## config.mk

```make
export PLATFORM = sky130hd
export DESIGN_NAME = ser_arb39x13
export DESIGN_NICKNAME = d
export VERILOG_FILES = /design/src/rtl/ser_pkg.sv /design/src/rtl/ser_rr_arbiter.sv /design/src/rtl/ser_arb39x13.sv
export SDC_FILE = /design/constraint.sdc
export NUM_CORES = 1
export LEC_CHECK = 0
export ABC_AREA = 1
export CORE_MARGIN = 10
export CORE_UTILIZATION = 47
export CTS_CLUSTER_DIAMETER = 200
export DETAILED_ROUTE_END_ITERATION = 6
export PLACE_DENSITY = 0.88
export SLEW_MARGIN = 10
export SYNTH_ARGS = -nofsm -noshare
export SYNTH_HDL_FRONTEND = slang
export SYNTH_SLANG_ARGS = --single-unit
export TNS_END_PERCENT = 20
```

## constraint.sdc

```tcl
create_clock -name clk -period 5.7 [get_ports clk]
set_input_delay 0.57 -clock clk [delete_from_list [all_inputs] [get_ports clk]]
set_output_delay 0.57 -clock clk [all_outputs]
set_load 0.01 [all_outputs]
```

## src/rtl/ser_pkg.sv

```systemverilog
// Shared constants, FSM state type and helpers for the 39-to-13 arbitrated serializer.
// Latency: n/a (declarations only).
// Backpressure: n/a (declarations only).
//
// Contents:
//   IN_W, OUT_W, NREQ  default word width, beat width and requester count
//   BEATS, SRC_W       beats per word and source index width for the defaults
//   MAX_REQ            widest requester set the helpers cover
//   state_t            serializer FSM states (IDLE, SEND)
//   idx_to_onehot      index to one-hot vector, MAX_REQ bits wide
package ser_pkg;

    localparam int IN_W    = 39;
    localparam int OUT_W   = 13;
    localparam int NREQ    = 4;
    localparam int BEATS   = IN_W / OUT_W;
    localparam int SRC_W   = $clog2(NREQ);
    localparam int MAX_REQ = 8;

    // Explicit single-bit encoding so the state register matches the older
    // localparam-based encodings (IDLE=0, SEND=1) seen in waveforms.
    typedef enum logic [0:0] {
        IDLE = 1'b0,
        SEND = 1'b1
    } state_t;

    // Callers slice the low NREQ bits; indices 0..MAX_REQ-1 are supported.
    function automatic logic [MAX_REQ-1:0] idx_to_onehot(input logic [2:0] idx);
        logic [MAX_REQ-1:0] oh;
        oh      = '0;
        oh[idx] = 1'b1;
        return oh;
    endfunction

endpackage

```

## src/rtl/ser_rr_arbiter.sv

```systemverilog
// Round-robin (or fixed-priority) requester selector for the serializer front end.
// Latency: purely combinational, zero cycles.
// Backpressure: none; the caller decides when the grant is allowed to be used.
//
// Build option: define ARB_FIXED_PRIO_EN for fixed priority (lowest index wins).
// Default is round-robin, searching from lastGrant+1 and wrapping modulo NREQ.
//
// Ports:
//   req        per-requester request vector
//   lastGrant  index of the most recently served requester
//   grant      one-hot winner (all zero when nothing requests)
//   grantIdx   binary index of the winner (0 when nothing requests)
//   grantVld   at least one requester is asking
module ser_rr_arbiter #(
    parameter  int NREQ  = 4,
    localparam int SRC_W = (NREQ > 1) ? $clog2(NREQ) : 1
) (
    input  logic [NREQ-1:0]  req,
    input  logic [SRC_W-1:0] lastGrant,
    output logic [NREQ-1:0]  grant,
    output logic [SRC_W-1:0] grantIdx,
    output logic             grantVld
);
    import ser_pkg::*;

    logic [MAX_REQ-1:0] grant_oh;

    always_comb begin
        int         base;
        int         cand;
        logic [SRC_W-1:0] cand_idx;

        grantVld = 1'b0;
        grantIdx = '0;
        cand_idx = '0;
`ifdef ARB_FIXED_PRIO_EN
        // Fixed priority: always start the scan at requester 0.
        base = 0;
`else
        // Round-robin: the requester just served drops to lowest priority.
        base = int'(lastGrant) + 1;
`endif
        for (int k = 0; k < NREQ; k++) begin
            // base+k never exceeds 2*NREQ-1, so one conditional subtract wraps it.
            cand = base + k;
            if (cand >= NREQ) begin
                cand = cand - NREQ;
            end
            cand_idx = SRC_W'(cand);
            if (!grantVld && req[cand_idx]) begin
                grantVld = 1'b1;
                grantIdx = cand_idx;
            end
        end
    end

    always_comb begin
        grant_oh = idx_to_onehot(3'(grantIdx));
        grant    = grantVld ? grant_oh[NREQ-1:0] : '0;
    end

endmodule

```

## src/rtl/ser_arb39x13.sv

```systemverilog
// Arbitrated 39-to-13 serializer: grants one requester per word, emits BEATS narrow beats LSB first.
// Latency: word accepted in cycle N shows its first beat in cycle N+1; BEATS cycles/word at full rate.
// Backpressure: outReady low freezes the current beat; reqReady is only raised when the
//               serializer is idle or the final beat of the held word is being accepted.
//
// Build option: ARB_FIXED_PRIO_EN selects fixed priority in ser_rr_arbiter (default round-robin).
// IN_W must be an integer multiple of OUT_W; NREQ is limited to 2..8.
//
// Ports:
//   clk, rstN  clock and asynchronous active-low reset
//   reqValid   per-requester word valid
//   reqData    requester i word at [i*IN_W +: IN_W]
//   reqReady   one-hot accept; word i captured on reqValid[i] & reqReady[i]
//   outData    current beat (zero while idle)
//   outValid   beat valid
//   outReady   downstream accepts the beat
//   outSrc     requester that owns the current word
//   outLast    final beat of the word
//   busy       a word is held
module ser_arb39x13 #(
    parameter  int IN_W  = 39,
    parameter  int OUT_W = 13,
    parameter  int NREQ  = 4,
    localparam int BEATS = IN_W / OUT_W,
    localparam int SRC_W = (NREQ > 1) ? $clog2(NREQ) : 1
) (
    input  logic                 clk,
    input  logic                 rstN,
    input  logic [NREQ-1:0]      reqValid,
    input  logic [NREQ*IN_W-1:0] reqData,
    output logic [NREQ-1:0]      reqReady,
    output logic [OUT_W-1:0]     outData,
    output logic                 outValid,
    input  logic                 outReady,
    output logic [SRC_W-1:0]     outSrc,
    output logic                 outLast,
    output logic                 busy
);
    import ser_pkg::*;

    localparam int CNT_W = (BEATS > 1) ? $clog2(BEATS) : 1;

    state_t           state;
    logic [IN_W-1:0]  shreg;
    logic [CNT_W-1:0] beat_cnt;
    logic [SRC_W-1:0] last_grant;
    logic [SRC_W-1:0] out_src;

    logic [NREQ-1:0]  grant;
    logic [SRC_W-1:0] grant_idx;
    logic             grant_vld;
    logic [IN_W-1:0]  grant_dat;

    logic             send_st;
    logic             last_beat;
    logic             beat_acc;
    logic             word_done;
    logic             arb_en;
    logic             word_acc;

    ser_rr_arbiter #(
        .NREQ (NREQ)
    ) u_arb (
        .req       (reqValid),
        .lastGrant (last_grant),
        .grant     (grant),
        .grantIdx  (grant_idx),
        .grantVld  (grant_vld)
    );

    always_comb begin
        send_st   = (state == SEND);
        last_beat = send_st && (beat_cnt == CNT_W'(BEATS - 1));
        beat_acc  = send_st && outReady;
        word_done = beat_acc && last_beat;
        // Arbitration window: idle, or the cycle the final beat leaves, which
        // gives back-to-back words with no bubble.
        arb_en    = !send_st || word_done;
        word_acc  = arb_en && grant_vld;
        grant_dat = reqData[grant_idx*IN_W +: IN_W];
    end

    // rstN gates the accept so no requester sees a handshake while held in reset.
    always_comb begin
        reqReady = (rstN && arb_en) ? grant : '0;
    end

    always_ff @(posedge clk or negedge rstN) begin
        if (!rstN) begin
            state      <= IDLE;
            shreg      <= '0;
            beat_cnt   <= '0;
            // Pointing at the top index makes requester 0 first in line after reset.
            last_grant <= SRC_W'(NREQ - 1);
            out_src    <= '0;
        end else if (word_acc) begin
            // New word: covers both the idle grant and the last-beat regrant.
            state      <= SEND;
            shreg      <= grant_dat;
            beat_cnt   <= '0;
            last_grant <= grant_idx;
            out_src    <= grant_idx;
        end else if (beat_acc) begin
            if (last_beat) begin
                state <= IDLE;
            end else begin
                shreg    <= shreg >> OUT_W;
                beat_cnt <= beat_cnt + 1'b1;
            end
        end
    end

    // Outputs come straight from registers, so they hold while outReady is low.
    always_comb begin
        outValid = send_st;
        busy     = send_st;
        outLast  = last_beat;
        outSrc   = out_src;
        outData  = send_st ? shreg[OUT_W-1:0] : '0;
    end

endmodule

```

# ---- Word level (Yosys, flattened, before mapping)
# Index checks and enable logic that the tools add are counted.
dict set report totals {
  reg_bits 46
  in_bits 163
  output_inout_bits 22
  wordCells 80
}
dict set report op_classes {
  n_addsub 9
  n_mul 1
  magnitude_cmp 10
  n_eq_ne 2
  shifts 1
  muxes 34
  n_reduce_logical 18
}
# cell n
set op_table {}
lappend op_table {{156-bit by 9-bit indexed part select with 39-bit output} 1}
lappend op_table {{39-bit two-way mux} 3}
lappend op_table {{32-bit by 4-bit >= comparator with 1-bit output (second input constant)} 3}
lappend op_table {{2-bit two-way mux} 11}
lappend op_table {{13-bit two-way mux} 1}
lappend op_table {{2-bit by 3-bit less-than comparator with 1-bit output (second input constant)} 4}
lappend op_table {{1-bit two-way mux} 12}
lappend op_table {{1-bit logical AND} 9}
lappend op_table {{3-bit by 2-bit adder with 4-bit output (second input constant)} 2}
lappend op_table {{1-bit binary-select mux with 2-bit select} 4}
lappend op_table {{2-bit by 6-bit multiplier with 8-bit output (second input constant)} 1}
lappend op_table {{4-bit two-way mux} 2}
lappend op_table {{2-bit by 1-bit subtractor with 2-bit output (second input constant)} 4}
lappend op_table {{3-bit by 1-bit adder with 4-bit output (second input constant)} 1}
lappend op_table {{1-bit logical NOT} 4}
lappend op_table {{2-bit by 4-bit less-than comparator with 1-bit output (second input constant)} 1}
lappend op_table {{2-bit AND reduction} 2}
lappend op_table {{2-bit nonzero test} 2}
lappend op_table {{2-bit by 1-bit adder with 3-bit output (second input constant)} 1}
lappend op_table {{3-bit >= comparator (second input constant)} 1}
lappend op_table {{2-bit by 1-bit adder with 2-bit output (second input constant)} 1}
lappend op_table {{1-bit demux with 2-bit select} 1}
lappend op_table {{2-bit == test (second input constant)} 1}
lappend op_table {{2-bit by 1-bit >= comparator with 1-bit output (second input constant)} 1}
lappend op_table {{other kinds (2)} 2}

# ---- Longest topological paths before layout
dict set report depth {
  depth_word 21
  ltp_mapped 17
}

# ---- Modules after synthesis
# From an unflattened synthesis, not the netlist that was laid out.
dict set report hier_totals {
  cells_unflattened 661
  area_unflattened_um2 3836.2
}
# module instances cells_each area_per_inst_um2
set by_module_without_submodules {}
lappend by_module_without_submodules {ser_arb39x13 1 577 3472.1}
lappend by_module_without_submodules {ser_rr_arbiter 1 84 364.1}

# ---- Least setup slack after synthesis
# OpenSTA, ideal clock, no wires.
dict set report synth_timing {
  kind {reg-to-output}
  startpoint {register last_grant[0]}
  endpoint {output port reqReady[0]}
  arrival_ns 1.965
  path_slack_ns 3.165
  path_stages_with_launch 14
  path_buffers 3
  cell_sequence {dfstp_2 inv_2 buf_6 nand2_1 nand2_2 nand2_1 nand2_2 nand3_2 nand3_2 buf_2 buf_4 nand2_1 inv_2 nor3_1}
}
dict set report synth_between {
  elab_chain_cells 21
}
# item line
set synth_rtl {}
lappend synth_rtl {{start: declaration} ser_arb39x13.sv:46} ;# logic [SRC_W-1:0] last_grant;
lappend synth_rtl {{start signal: assignment} ser_arb39x13.sv:94} ;# last_grant <= SRC_W'(NREQ - 1);
lappend synth_rtl {{start signal: assignment} ser_arb39x13.sv:101} ;# last_grant <= grant_idx;
lappend synth_rtl {{2-bit by 1-bit adder with 3-bit output *} ser_rr_arbiter.sv:41} ;# base = int'(lastGrant) + 1;
lappend synth_rtl {{parallel branches: the longest is 18 deep, another holds 32-bit by 4-bit >= comparator with 1-bit output} -}
lappend synth_rtl {{4-bit two-way mux *} ser_rr_arbiter.sv:59} ;# grant = grantVld ? grant_oh[NREQ-1:0] : '0;
lappend synth_rtl {{4-bit two-way mux *} ser_arb39x13.sv:85} ;# reqReady = (rstN && arb_en) ? grant : '0;
lappend synth_rtl {{end: declaration} ser_arb39x13.sv:31} ;# output logic [NREQ-1:0] reqReady,
# Mark *: on every way between the ends. The select of a mux whose other input is x is not followed.

# ---- Final worst setup path
dict set report layout_timing {
  startpoint {register last_grant[0]}
  endpoint {output port reqReady[2]}
}
# The elaborated chain is that of the path after synthesis.

==> results.md <==
* Drt wl/cell at between 10 and 15 µm
* Final ANT Viol Nets at 0
* Post-synth top area share at 0.323
* First-pass GRT wire length at approximately 24,000 µm
* Register area at 1150 µm²
* Fin. Hold Viols at 0
* Average size of a mapped cell at approximately 5.7 µm²
* PortBufs at approximately 180
* TritonRoute pass-1 iters at 5
* Worst Path Required at just over 5 ns
* CP arrival at about 3.5 ns
* DP Area at approximately 6100 µm²
* Commonest non-fill, non-tap cells in the layout: 375 x nand2_1, 183 x clkdlybuf4s50_1, 153 x nand3_1
* Setup violators final at 0
* Period utilisation layout at 0.706
* Netlist Area Pre-Place at 4360 µm²
* Bufs and invs on worst path at 3
* Largest net degree at the start of global routing at 79
* Minimum clock period at around 4.0 ns
* Final net count at 1,069
* Critical Path Start: last_grant[0]
* R2R depth at 15
* Cts bufs inserted at 5
* Commonest non-fill, non-tap cell in the layout: nand2_1
* Area contributors post-synth: nand2_1 32%, dfrtp_1 25%, nand3_1 18%
* Detailed-routed wire length on met3 at between 1500 and 2000 µm
* # clock sinks at between 40 and 50
* Max Freq at roughly 250 MHz
* Lkg Pwr at around 3.3 nW
* DRC Markers at 0
* Post_cts resized at 0
* CORE AREA at between 9000 and 10,000 µm²
* Die ar. at approximately 14,000 µm²
* Ports at between 150 and 200
* Vias in the first global route at ~4,800
* Hold Crit Class: input port to asynchronous set/reset pin
* Status: complete, no violations
* CP Cell Sequence: inv_2 > nand2_1 > nand3_1 > nand2_2 > nor2_8 > nand4_1 > nand2_2 > inv_2 > nand2_1 > nor3_1 > clkdlybuf4s50_1
* DP Wirelength at ~11,000 µm
* CTS tree: yes
* #FFs+latches synth at between 40 and 50
* Total number of vias at 5,275
* Post-synthesis net count at just over 900
* Root buf cell: clkbuf_8
* Mapped Cells at 760
* Max-Cap Viols at 0
* Worst Max-Slew Pin Slew at roughly 0.85 ns
* Layout fillers at around 810
* Top sig layer: met4
* Total gr overflow at 0
* Clock buffer depth at 2
* Setup Fix Bufs, Post-CTS at 0
* Placement Rows at 35
* Synth warn at 0
* Delay-heaviest family, CP: buffers and inverters
* Setup crit end: reqReady[2]
* Routed length on met2 at 7150 µm
* Vias per Instance at between 5 and 6
* Initial antenna violation count at 1
* Crit path launch type: flop
* Total GRT Usage at 0.214
* Worst-skew pair later-pin latency at between 0.3 and 0.4 ns
* Final WL at roughly 15,000 µm
* CP peak stage delay at slightly above 0.7 ns
* CP max-delay cell: dfstp_2
* WS Path Type: flop to output port
* Layout cell share with drive strength beyond 1 at 0.0574
* Area grow syn2layout at 41.7%
* WL met1 at 6240 µm
* Crit end category: output port
* Die height at 116 µm
* Initial Util at 0.476
* Max_slew headroom at 0.429
* Crit path depth at 11
* Worst-path clk slew at ~0.090 ns
* Global placer's final weighted congestion at slightly below 0.9
* RR Endpoint: shreg[11]
* Sequential-to-total area share from yosys stat at 0.265
* Initial detailed-routing violation count at between 400 and 500
* Post-synth top area cell: nand2_1
* Hold_buf cts at 0
* RSZ-0062 raised after global routing: false
* Reg-to-Reg Start: last_grant[0]
* Post-synth cell types at 26
* Setup_tns at 0 ns
* H-Tree Level Count at 2
* Width of the die at 116 µm
* Clock skew at approximately 0.0085 ns
* Setup slack, reg-to-reg at 2.39 ns
* VDD IR max at a little over 800 µV
* Slew Viols, Final at 0
* Final Instance Area at approximately 6200 µm²
* Multi-input gate area at between 2000 and 3000 µm²
* Power per standard cell area at just under 600 nW/µm²
* Critical Path Fanout Max at 44
## cell families after synthesis
| group | Yosys count | synth area share |
|---|---|---|
| compound gates | 31 | 0.0356 |
| fa+ha+maj | 1 | 0.00287 |
| buf+inv | 119 | 0.128 |
| flops | 46 | 0.265 |
| simple gates | 563 | 0.569 |
## synthesized netlist by cell type
cell type / count
buf_8: 1
nor2_8: 1
nand3_1: 153
nor2_4: 1
buf_1: 4
nand4_1: 1
buf_4: 3
dfrtp_1: 44
nand4_4: 1
nor3_1: 4
o21ai_0: 30
buf_6: 8
clkbuf_1: 15
nand2_4: 2
nand2_2: 7
buf_2: 22
inv_1: 59
nor2_1: 3
nand2_1: 375
clkinv_2: 1
ha_1: 1
o21ai_1: 1
nor2_2: 1
dfstp_2: 2
inv_2: 6
nand3_2: 14
## cell type report
class,count,area share
flip-flops and latches,46,0.187
inverters,66,0.0403
clock buffers,5,0.0111
diodes,1,0.000405
well taps,111,0.0225
clock inverters,3,0.00345
multi-input cells,595,0.429
repair buffers,191,0.306
## worst register-to-register path, stage by stage (launching register included)
cell,delay [ns]
dfstp_2,0.72
inv_2,0.18
nand2_1,0.09
nand2_1,0.12
nand2_1,0.11
nand2_2,0.09
nand3_1,0.08
nand2_1,0.09
nor2_4,0.68
buf_4,0.52
nand3_1,0.14
nand2_1,0.11
nand2_1,0.05
nand2_1,0.10
nand2_1,0.06
nand2_1,0.10
## routing by layer
metal | global-route usage | up-vias
li1 | - | 2669
met1 | 0.266 | 2352
met2 | 0.346 | 230
met3 | 0.0704 | 24
met4 | 0.0617 | 0
met5 | 0 | -
## report_power, final
group          internal (mW)  leakage (nW)  total (mW)  switching, mW
Clock                 0.0862        0.0441       0.205          0.118
Sequential             0.478         0.584       0.570         0.0925
Combinational          0.974          2.68        2.88           1.90
Total                   1.54          3.31        3.65           2.11
## flip-flops by register name, indices dropped and copies added (netlist names)
name        cells
beat_cnt        2
outSrc          2
shreg          39
busy            1
last_grant      2
## worst min-delay path by stage
stage / startpoint / to / slack, ns / cells after the start
after detailed placement: shreg[33] / shreg[33] / 0.47 / 2
after global routing: rstN / beat_cnt[1] / 0.39 / 2
after floorplan: rstN / beat_cnt[0] / 0.27 / 0
final: rstN / shreg[4] / 0.34 / 2
after CTS: rstN / busy / 0.36 / 2
after global placement: shreg[31] / shreg[31] / 0.46 / 2
## stage by stage
stage                util  total power [mW]  setup WS [ns]  cells  hold slack [ns]
floorplan               -              2.79           3.17    760            0.274
global placement    0.664              3.40           1.86   1009            0.464
finish              0.674              3.65           1.68   1018            0.338
CTS                 0.674              3.66           1.67   1017            0.358
global route        0.674              4.05           1.36   1018            0.392
detailed placement  0.664              3.44           1.80   1009            0.467
(Power assumes the default switching activity.)
